[config.mk]
export PLATFORM = sky130hd
export DESIGN_NAME = rv32_fetch_unit
export DESIGN_NICKNAME = d
export VERILOG_FILES = /design/src/rtl/rv32_pkg.sv /design/src/rtl/rv32_fetch_fifo.sv /design/src/rtl/rv32_fetch_unit.sv
export SDC_FILE = /design/constraint.sdc
export NUM_CORES = 1
export LEC_CHECK = 0
export CORE_ASPECT_RATIO = 0.75
export CORE_MARGIN = 4
export CORE_UTILIZATION = 50
export CTS_CLUSTER_DIAMETER = 40
export DETAILED_ROUTE_END_ITERATION = 8
export MAX_ROUTING_LAYER = met4
export PLACE_DENSITY = 0.76
export SLEW_MARGIN = 20
export SYNTH_ARGS = -nofsm -noshare
export SYNTH_HDL_FRONTEND = slang
export SYNTH_SLANG_ARGS = --single-unit
[constraint.sdc]
create_clock -name clk -period 6.9 [get_ports clk]
set_input_delay 2.07 -clock clk [delete_from_list [all_inputs] [get_ports clk]]
set_output_delay 2.07 -clock clk [all_outputs]
set_load 0.02 [all_outputs]
[src/rtl/rv32_pkg.sv]
// Shared constants and types for the RV32 instruction fetch stage.
package rv32_pkg;

   localparam int XLEN = 32;

   // Canonical RV32 no-op (addi x0, x0, 0); substituted for faulting fetches.
   localparam logic [31:0] RV32_NOP = 32'h0000_0013;

   // Fetch FSM: RUN issues fetches, DRAIN swallows responses that were in flight at a flush.
   typedef enum logic [0:0] {
      ST_RUN   = 1'b0,
      ST_DRAIN = 1'b1
   } fetch_state_e;

   // Instructions are word aligned; anything else faults without touching memory.
   function automatic logic pc_aligned(input logic [1:0] low_bits);
      return low_bits == 2'b00;
   endfunction

endpackage

[src/rtl/rv32_fetch_fifo.sv]
// Small synchronous FIFO with synchronous clear; storage is reset so outputs start at zero.
module rv32_fetch_fifo #(
   parameter int WIDTH = 32,
   parameter int DEPTH = 2
) (
   input  logic                     clk,
   input  logic                     reset_n,
   input  logic                     clear,
   input  logic                     push,
   input  logic [WIDTH-1:0]         din,
   input  logic                     pop,
   output logic [WIDTH-1:0]         dout,
   output logic [$clog2(DEPTH):0]   count
);

   localparam int AW = $clog2(DEPTH);
   localparam int CW = AW + 1;

   logic [WIDTH-1:0] mem [DEPTH];
   logic [AW-1:0]    wr_ptr;
   logic [AW-1:0]    rd_ptr;

   assign dout = mem[rd_ptr];

   // Storage, pointers and occupancy; clear discards everything, including a same-cycle push/pop.
   always_ff @(posedge clk or negedge reset_n) begin
      if (!reset_n) begin
         for (int i = 0; i < DEPTH; i++) begin
            mem[i] <= '0;
         end
         wr_ptr <= '0;
         rd_ptr <= '0;
         count  <= '0;
      end else if (clear) begin
         wr_ptr <= '0;
         rd_ptr <= '0;
         count  <= '0;
      end else begin
         if (push) begin
            mem[wr_ptr] <= din;
            wr_ptr      <= wr_ptr + AW'(1);
         end
         if (pop) begin
            rd_ptr <= rd_ptr + AW'(1);
         end
         count <= count + CW'(push) - CW'(pop);
      end
   end

endmodule

[src/rtl/rv32_fetch_unit.sv]
// Instruction fetch stage: issues in-order imem requests, pairs responses with their PC,
// buffers results for decode, and discards stale work on a redirect flush.
//
// Handshakes: a transfer happens on a rising clk edge where valid && ready are both high.
// imem_req_valid may drop without a transfer only on flush or when entering DRAIN;
// imem responses carry no ready and always find a free slot because fetches are credit limited.
module rv32_fetch_unit #(
   parameter int XLEN       = rv32_pkg::XLEN,
   parameter int FIFO_DEPTH = 2
) (
   input  logic                   clk,
   input  logic                   reset_n,
   input  logic [XLEN-1:0]        pc_value,
   output logic                   pc_hold,
   input  logic                   flush,
   output logic                   imem_req_valid,
   input  logic                   imem_req_ready,
   output logic [XLEN-1:0]        imem_req_addr,
   input  logic                   imem_rsp_valid,
   input  logic [31:0]            imem_rsp_data,
   input  logic                   imem_rsp_err,
   output logic                   if_valid,
   input  logic                   if_ready,
   output logic [31:0]            if_instr,
   output logic [XLEN-1:0]        if_pc,
   output logic                   if_fault,
   output rv32_pkg::fetch_state_e fsm_state
);

   import rv32_pkg::*;

   localparam int CW = $clog2(FIFO_DEPTH) + 1;
   localparam int OW = 32 + XLEN + 1;

   fetch_state_e    state_q, state_d;
   logic [CW-1:0]   drop_q, drop_d;
   logic [CW-1:0]   tag_count, out_count;
   logic [CW-1:0]   in_flight, after_rsp;
   logic [CW:0]     credits;
   logic            credit_free, aligned;
   logic            tag_push, tag_pop, out_push, out_pop, mis_push;
   logic [XLEN-1:0] tag_dout;
   logic [OW-1:0]   out_din, out_dout;

   // In RUN every outstanding fetch owns a tag entry; in DRAIN tags are gone and drop_q tracks them.
   assign in_flight   = (state_q == ST_DRAIN) ? drop_q : tag_count;
   assign after_rsp   = in_flight - CW'(imem_rsp_valid);
   assign credits     = {1'b0, in_flight} + {1'b0, out_count};
   assign credit_free = credits < (CW+1)'(FIFO_DEPTH);
   assign aligned     = pc_aligned(pc_value[1:0]);

   assign imem_req_addr = pc_value;
   assign if_valid      = (out_count != '0);
   assign {if_instr, if_pc, if_fault} = out_dout;
   assign fsm_state     = state_q;

   // FSM state and drain counter.
   always_ff @(posedge clk or negedge reset_n) begin
      if (!reset_n) begin
         state_q <= ST_RUN;
         drop_q  <= '0;
      end else begin
         state_q <= state_d;
         drop_q  <= drop_d;
      end
   end

   // Next state, request issue, FIFO control and PC hold.
   // A misaligned PC is only written once nothing is in flight, so it cannot overtake older fetches
   // nor collide with a response push. A response during a flush while draining still counts down.
   always_comb begin
      state_d        = state_q;
      drop_d         = drop_q;
      imem_req_valid = 1'b0;
      pc_hold        = 1'b1;
      mis_push       = 1'b0;
      tag_push       = 1'b0;
      tag_pop        = 1'b0;
      out_push       = 1'b0;
      out_pop        = 1'b0;
      out_din        = '0;
      unique case (state_q)
         ST_RUN: begin
            if (flush) begin
               if (after_rsp != '0) begin
                  state_d = ST_DRAIN;
                  drop_d  = after_rsp;
               end
            end else if (reset_n) begin
               imem_req_valid = aligned && credit_free;
               mis_push       = !aligned && credit_free && (tag_count == '0);
               tag_push       = imem_req_valid && imem_req_ready;
               if (imem_rsp_valid) begin
                  tag_pop  = 1'b1;
                  out_push = 1'b1;
                  out_din  = {(imem_rsp_err ? RV32_NOP : imem_rsp_data), tag_dout, imem_rsp_err};
               end else if (mis_push) begin
                  out_push = 1'b1;
                  out_din  = {RV32_NOP, pc_value, 1'b1};
               end
               out_pop = if_valid && if_ready;
               pc_hold = !(tag_push || mis_push);
            end
         end
         ST_DRAIN: begin
            if (imem_rsp_valid) begin
               drop_d = drop_q - CW'(1);
               if (drop_q == CW'(1)) begin
                  state_d = ST_RUN;
               end
            end
         end
         default: state_d = ST_RUN;
      endcase
   end

   rv32_fetch_fifo #(.WIDTH(XLEN), .DEPTH(FIFO_DEPTH)) u_tag_fifo (
      .clk     (clk),
      .reset_n (reset_n),
      .clear   (flush),
      .push    (tag_push),
      .din     (pc_value),
      .pop     (tag_pop),
      .dout    (tag_dout),
      .count   (tag_count)
   );

   rv32_fetch_fifo #(.WIDTH(OW), .DEPTH(FIFO_DEPTH)) u_out_fifo (
      .clk     (clk),
      .reset_n (reset_n),
      .clear   (flush),
      .push    (out_push),
      .din     (out_din),
      .pop     (out_pop),
      .dout    (out_dout),
      .count   (out_count)
   );

endmodule

==> impl_metrics.ini, run 1 <==
[outcome]
status = finished clean

[hold_path]
min-delay-path-class = reg2reg
hold_depth = 1
hold_path.startpoint = u_tag_fifo.mem[1]$_DFFE_PN0P_
worst_hold_path.endpoint = u_tag_fifo.mem[1]$_DFFE_PN0P_

[sta]
tightestPinTransition_ns = 1.11
post-route-min-period_ns = 5.97
timing.final.max_slew_violations = 0
maxClockFrequency_mhz = 168
hold-worst-slack_ns = 0.483
worst_slew_margin_relative_to_its_limit_pct = 26.1
setup_viol_count_final = 0
hold_viol = 0
fin_clk_skew_ns = 0.00921
period_share_pct = 86.5
grt_setup_unrepaired = false
setup-tns-final_ns = 0

[clocking]
cts.repair.resized = 0
post_cts_buffers = 0
root_buffer = sky130_fd_sc_hd__clkbuf_16
numClockSinks = 205
cts.path.max_buffers = 3
cts-hold-fix-buffers = 0
htree_num_levels = 1
tritoncts.num_buffers = 28
path_clk_slew_ns = 0.05
cts_tree = yes
insertion_delay_ns = 0.52

[final_layout]
postLayoutCellArea_um2 = 12700
final_net_count = 1013
antenna_cells = 0
most-common-layout-cells = sky130_fd_sc_hd__dfrtp_1 (203), sky130_fd_sc_hd__clkdlybuf4s50_1 (170), sky130_fd_sc_hd__mux2_2 (141)
mostFrequentLayoutCell = sky130_fd_sc_hd__dfrtp_1
area_growth_pct = 26.1
post_route_cells_drive_above_1_share_pct = 25.6

[power_and_ir_drop]
p_leak_uw = 0.00584
netSwitchingPower_uw = 1170
share_seq_of_total_power_pct = 39.2
internal-power_uw = 2930
power.share.clock_pct = 37.0
worst_ir_drop_vdd_mv = 0.169
power-per-cell-area_nw_per_um2 = 323
power.share.combinational_pct = 23.8
fraction_of_power_spent_switching_nets_pct = 28.6

[setup_path]
critical-path-top-cell-by-count = sky130_fd_sc_hd__clkdlybuf4s50_1
setup.worst_path.start_class = primary input
critical_path.slowest_cell = sky130_fd_sc_hd__clkdlybuf4s50_1
setup.worst_path.start = flush
rr_worst_depth = 8
worstReg2RegEnd = u_out_fifo.mem[57]$_DFFE_PN0P_
setup.worst_path.class = in2out
setup.reg_to_reg.worst_slack_ns = 3.16
crit_fanout = 12
timing.critical_path.cells = clkdlybuf4s50_1, nor3b_4, and3_1, clkdlybuf4s50_1
max_stage_delay_ns = 0.65
crit_required_ns = 4.83
r2r_start = fsm_state$_DFF_PN0_
critical_path_arrival_ns = 3.90
endpoint_kind = output port

[detailed_routing]
drtAntennaViolNets = 0
dr_vias = 6404
route.final.wire_length_um = 22100
wire_per_inst_um = 18.2
vias_per_cell = 5.29
drt_pre_antenna_iters = 4
route.detailed.drc = 0
detailedRoute.firstIterationViolations = 424

[floorplanning]
die_area_um2 = 22500
die-height_um = 131
rows = 44
design.portCount = 172
initial_cell_density_of_the_core_pct = 51.5
core-area_um2 = 19500
floorplan.die.width_um = 172

[synthesis]
sequential_element_share_of_the_synthesized_area_pct = 51.0
synthesis.area_per_instance_um2 = 12.5
synthesis.nets = 883
synth.ff_latch_count = 205
synth_cell_types = 41
yosysWarnings = 0
syn_inst = 805
syn-cell-area_um2 = 10100

[global_route]
gr_usage_total_pct = 20.3
number_of_antenna_violations_at_the_first_check_in_global_routing = 0
grt_pass1_wl_um = 35800
via_count_of_the_first_global_routing_pass = 6849
grt-ovfl-total = 0
grt_start_max_net_pins = 148

[placed_design]
dpl.hpwl_um = 13600
globalplace.congestion = 0.770
detailed_place.area_um2 = 11700
io_buffer_count = 171

[flow_run]
cap_viol_max_count = 0
[power by group through the flow]
stage	Combinational (uW)	Sequential, uW	Clock (uW)
after floorplan	667	1570	0
after global placement	962	1620	0
after detailed placement	983	1630	0
after CTS	991	1610	1550
after global routing	1070	1640	1610
final	976	1610	1510
[through the flow]
stage	cells	total power, uW	setup slack (ns)	utilization (%)
after global placement	1158	2580	0.965	59.8
after global routing	1210	4320	0.833	65.0
after CTS	1210	4150	0.936	65.0
after floorplan	805	2240	1.96	-
after detailed placement	1158	2610	0.964	59.8
final	1210	4100	0.933	65.0
[cell usage after synthesis]
| cell | number | area share (%) |
|---|---|---|
| sky130_fd_sc_hd__and2_1 | 2 | 0.12 |
| sky130_fd_sc_hd__dfrtp_1 | 205 | 51 |
| sky130_fd_sc_hd__nand2_2 | 1 | 0.062 |
| sky130_fd_sc_hd__nor4b_1 | 1 | 0.087 |
| sky130_fd_sc_hd__fa_1 | 1 | 0.20 |
| sky130_fd_sc_hd__buf_1 | 5 | 0.19 |
| sky130_fd_sc_hd__nor4_1 | 1 | 0.062 |
| sky130_fd_sc_hd__o21bai_1 | 1 | 0.075 |
| sky130_fd_sc_hd__nor2b_1 | 5 | 0.31 |
| sky130_fd_sc_hd__a31oi_2 | 1 | 0.12 |
| sky130_fd_sc_hd__a2bb2oi_1 | 30 | 2.6 |
| sky130_fd_sc_hd__a21o_1 | 2 | 0.15 |
| sky130_fd_sc_hd__nand4_2 | 1 | 0.12 |
| sky130_fd_sc_hd__inv_2 | 1 | 0.037 |
| sky130_fd_sc_hd__nand2_1 | 34 | 1.3 |
| sky130_fd_sc_hd__nor3b_4 | 1 | 0.19 |
| sky130_fd_sc_hd__nand2b_1 | 6 | 0.37 |
| sky130_fd_sc_hd__a32oi_1 | 2 | 0.17 |
| sky130_fd_sc_hd__mux2_1 | 1 | 0.11 |
| sky130_fd_sc_hd__xor2_1 | 2 | 0.17 |
| sky130_fd_sc_hd__mux2i_1 | 93 | 9.2 |
| sky130_fd_sc_hd__mux2_2 | 141 | 16 |
| sky130_fd_sc_hd__clkbuf_1 | 18 | 0.67 |
| sky130_fd_sc_hd__nor2_2 | 1 | 0.062 |
| sky130_fd_sc_hd__and3_1 | 31 | 1.9 |
| sky130_fd_sc_hd__a21oi_1 | 1 | 0.050 |
| sky130_fd_sc_hd__inv_1 | 68 | 2.5 |
| sky130_fd_sc_hd__nor2_1 | 11 | 0.41 |
| sky130_fd_sc_hd__buf_6 | 7 | 0.78 |
| sky130_fd_sc_hd__buf_2 | 9 | 0.45 |
| sky130_fd_sc_hd__or3b_1 | 1 | 0.087 |
| sky130_fd_sc_hd__mux2_4 | 28 | 4.2 |
| sky130_fd_sc_hd__nand3_1 | 1 | 0.050 |
| sky130_fd_sc_hd__ha_1 | 6 | 0.75 |
| sky130_fd_sc_hd__nand3b_1 | 2 | 0.15 |
| sky130_fd_sc_hd__o21ai_0 | 33 | 1.6 |
| sky130_fd_sc_hd__and4_1 | 1 | 0.087 |
| sky130_fd_sc_hd__or2_2 | 2 | 0.12 |
| sky130_fd_sc_hd__buf_4 | 43 | 3.2 |
| sky130_fd_sc_hd__xnor2_1 | 4 | 0.35 |
| sky130_fd_sc_hd__nor3_2 | 1 | 0.099 |
[cell families after synthesis]
kind of cell,after synthesis,share of synthesized area [%]
muxes,263,29.3
AOI/OAI and AO/OA,70,4.82
xor gates and xnor gates,6,0.522
DFF,205,51.0
buffers and inverters,151,7.87
and+or+nand+nor,103,5.59
adders and majority gates,7,0.944
[flip-flops by register name, summed over array words and instances, names as in the netlist, 2 cells and up]
name              flops
u_out_fifo.mem      130
u_tag_fifo.mem       64
drop_q                2
u_out_fifo.count      2
u_tag_fifo.count      2
[metal layers]
metal / GRT usage [%] / wire, um / vias up
met5: - / 0 / -
met4: 3.10 / 219 / 0
met3: 2.92 / 841 / 24
met2: 31.8 / 10200 / 142
met1: 29.2 / 10800 / 3227
li1: - / - / 3011
[worst max-delay path, delay by kind of cell]
family,cells,cell delay [ns]
buf+inv,2,1.25
simple gates,2,0.57
[worst max path at each step]
stage          slack, ns  cells after the start              to
2_1_floorplan       1.96                      3  imem_req_valid
3_3_place_gp        0.97                      4  imem_req_valid
3_5_place_dp        0.96                      4  imem_req_valid
4_1_cts             0.94                      4  imem_req_valid
5_1_grt             0.83                      4  imem_req_valid
6_report            0.93                      4  imem_req_valid
[layout make-up]
class	count	area (um^2)
repair buffers	182	1810
multi-input cells	449	4170
flip-flops and latches	205	5130
fillers	1485	6850
clock buffers	33	771
inverters	69	259
well taps	253	317
clock inverters	19	236
No activity file was read; power rests on OpenSTA's default activity.
==> inputs of run 2 (changes only) <==
Settings changed: PLACE_DENSITY 0.76 to 0.75.
==> run 2 against run 1 <==
  * Sequential cell count unchanged
  * Critical endpoint is now pc_hold
  * Power decreased by 3.1%
  * Worst hold slack about the same
  * Largest power group unchanged
  * Combinational power about the same
  * Sequential share of layout area increased by 0.20 points
  * Clock power decreased by 8%
  * Design area decreased by 0.49%
  * Routed wire length increased by 0.71%
==> impl_metrics.ini, run 2 (same netlist as run 1, synthesis figures left out) <==
[detailed_routing]
drtAntennaViolNets = 0
detailedRoute.firstIterationViolations = 334
dr_vias = 6488
route.final.wire_length_um = 22200
drt_pre_antenna_iters = 4
route.detailed.drc = 0
vias_per_cell = 5.36
wire_per_inst_um = 18.3

[power_and_ir_drop]
power-per-cell-area_nw_per_um2 = 315
p_leak_uw = 0.00579
worst_ir_drop_vdd_mv = 0.248

[clocking]
numClockSinks = 205
cts-hold-fix-buffers = 0
path_clk_slew_ns = 0.06
cts.repair.resized = 0
root_buffer = sky130_fd_sc_hd__clkbuf_16
cts_tree = yes
insertion_delay_ns = 0.52
cts.path.max_buffers = 3
tritoncts.num_buffers = 28
htree_num_levels = 1
post_cts_buffers = 0

[setup_path]
setup.worst_path.start_class = primary input
crit_fanout = 4
critical_path_arrival_ns = 3.92
setup.worst_path.class = in2out
crit_required_ns = 4.83
endpoint_kind = output port

[final_layout]
most-common-layout-cells = sky130_fd_sc_hd__dfrtp_1 (203), sky130_fd_sc_hd__clkdlybuf4s50_1 (170), sky130_fd_sc_hd__mux2_2 (141)
final_net_count = 1015
instances_no_fill = 1211
mostFrequentLayoutCell = sky130_fd_sc_hd__dfrtp_1
antenna_cells = 0
largest_reg_flops = 130
multi_input_comb_area_um2 = 4170
top_regs = u_out_fifo.mem: 130 flops, u_tag_fifo.mem: 64 flops
final-seq-area_um2 = 5130
post_route_cells_drive_above_1_share_pct = 25.5
area_growth_pct = 25.5
nFillCells = 1532
top_register = u_out_fifo.mem

[sta]
timing.final.max_slew_violations = 0
grt_setup_unrepaired = false
fin_clk_skew_ns = 0.0142
worst_slew_margin_relative_to_its_limit_pct = 23.9
tightestPinTransition_ns = 1.14
setup-tns-final_ns = 0
maxClockFrequency_mhz = 167
setup_viol_count_final = 0
period_share_pct = 86.8
hold_viol = 0
post-route-min-period_ns = 5.99

[floorplanning]
core-area_um2 = 19500
design.portCount = 172
die-height_um = 131
floorplan.die.width_um = 172
initial_cell_density_of_the_core_pct = 51.5
rows = 44
die_area_um2 = 22500

[global_route]
number_of_antenna_violations_at_the_first_check_in_global_routing = 0
via_count_of_the_first_global_routing_pass = 6776
grt_pass1_wl_um = 36200
grt-ovfl-total = 0
gr_usage_total_pct = 20.6
grt_start_max_net_pins = 75

[placed_design]
dpl.hpwl_um = 14000
io_buffer_count = 171
dp_cells = 1160
globalplace.congestion = 0.759

[hold_path]
min-delay-path-class = reg2reg

[outcome]
status = finished clean

[flow_run]
cap_viol_max_count = 0
-- run 2: area by class of cell --
cell class	instances	share of cell area (%)
Sequential cell	205	40.6
Multi-Input combinational cell	449	33.0
Timing Repair Buffer	184	14.5
Clock buffer	31	5.80
Tap cell	253	2.51
Inverter	69	2.05
Clock inverter	20	1.48
-- run 2: path summary, 6_finish.rpt --
path	end	slack, ns	start	cells after the start
max	pc_hold	0.91	pc_value[0]	5
min	u_tag_fifo.mem[1]$_DFFE_PN0P_	0.48	u_tag_fifo.mem[1]$_DFFE_PN0P_	1
max reg2reg	u_out_fifo.mem[58]$_DFFE_PN0P_	3.17	fsm_state$_DFF_PN0_	8
min reg2reg	u_tag_fifo.mem[1]$_DFFE_PN0P_	0.48	u_tag_fifo.mem[1]$_DFFE_PN0P_	1
max in group asynchronous	u_out_fifo.mem[26]$_DFFE_PN0P_	3.71	reset_n	3
min in group asynchronous	u_out_fifo.mem[112]$_DFFE_PN0P_	1.37	reset_n	1
-- run 2: per-stage QoR --
step	util [%]	setup slack [ns]	hold slack, ns	area, um^2	total power (uW)
floorplan	-	1.96	0.447	10100	2240
global placement	59.9	0.914	0.464	11700	2580
detailed placement	59.9	0.898	0.467	11700	2610
CTS	64.6	0.897	0.484	12600	4020
global route	64.6	0.891	0.510	12600	4190
finish	64.6	0.911	0.483	12600	3970
-- run 2: worst max-delay path: stages --
cell and delay, ns:
sky130_fd_sc_hd__clkdlybuf4s50_1 0.48, sky130_fd_sc_hd__or2_2 0.37, sky130_fd_sc_hd__mux2_2 0.28, sky130_fd_sc_hd__nand3_1 0.08, sky130_fd_sc_hd__clkdlybuf4s50_1 0.63
-- run 2: power breakdown --
part | internal, uW | leakage [uW] | total [uW] | switching, uW
logic | 508 | 0.00264 | 975 | 467
clock network | 822 | 0.000428 | 1390 | 568
registers | 1460 | 0.00271 | 1610 | 150
total | 2790 | 0.00579 | 3970 | 1180
-- run 2: metal layers --
| layer | GRT usage [%] | share of wire [%] | vias to the layer above |
|---|---|---|---|
| met5 | - | 0 | - |
| met4 | 4.21 | 1.6 | 0 |
| met3 | 3.13 | 4.7 | 29 |
| met2 | 31.8 | 46 | 156 |
| met1 | 29.3 | 48 | 3275 |
| li1 | - | - | 3028 |
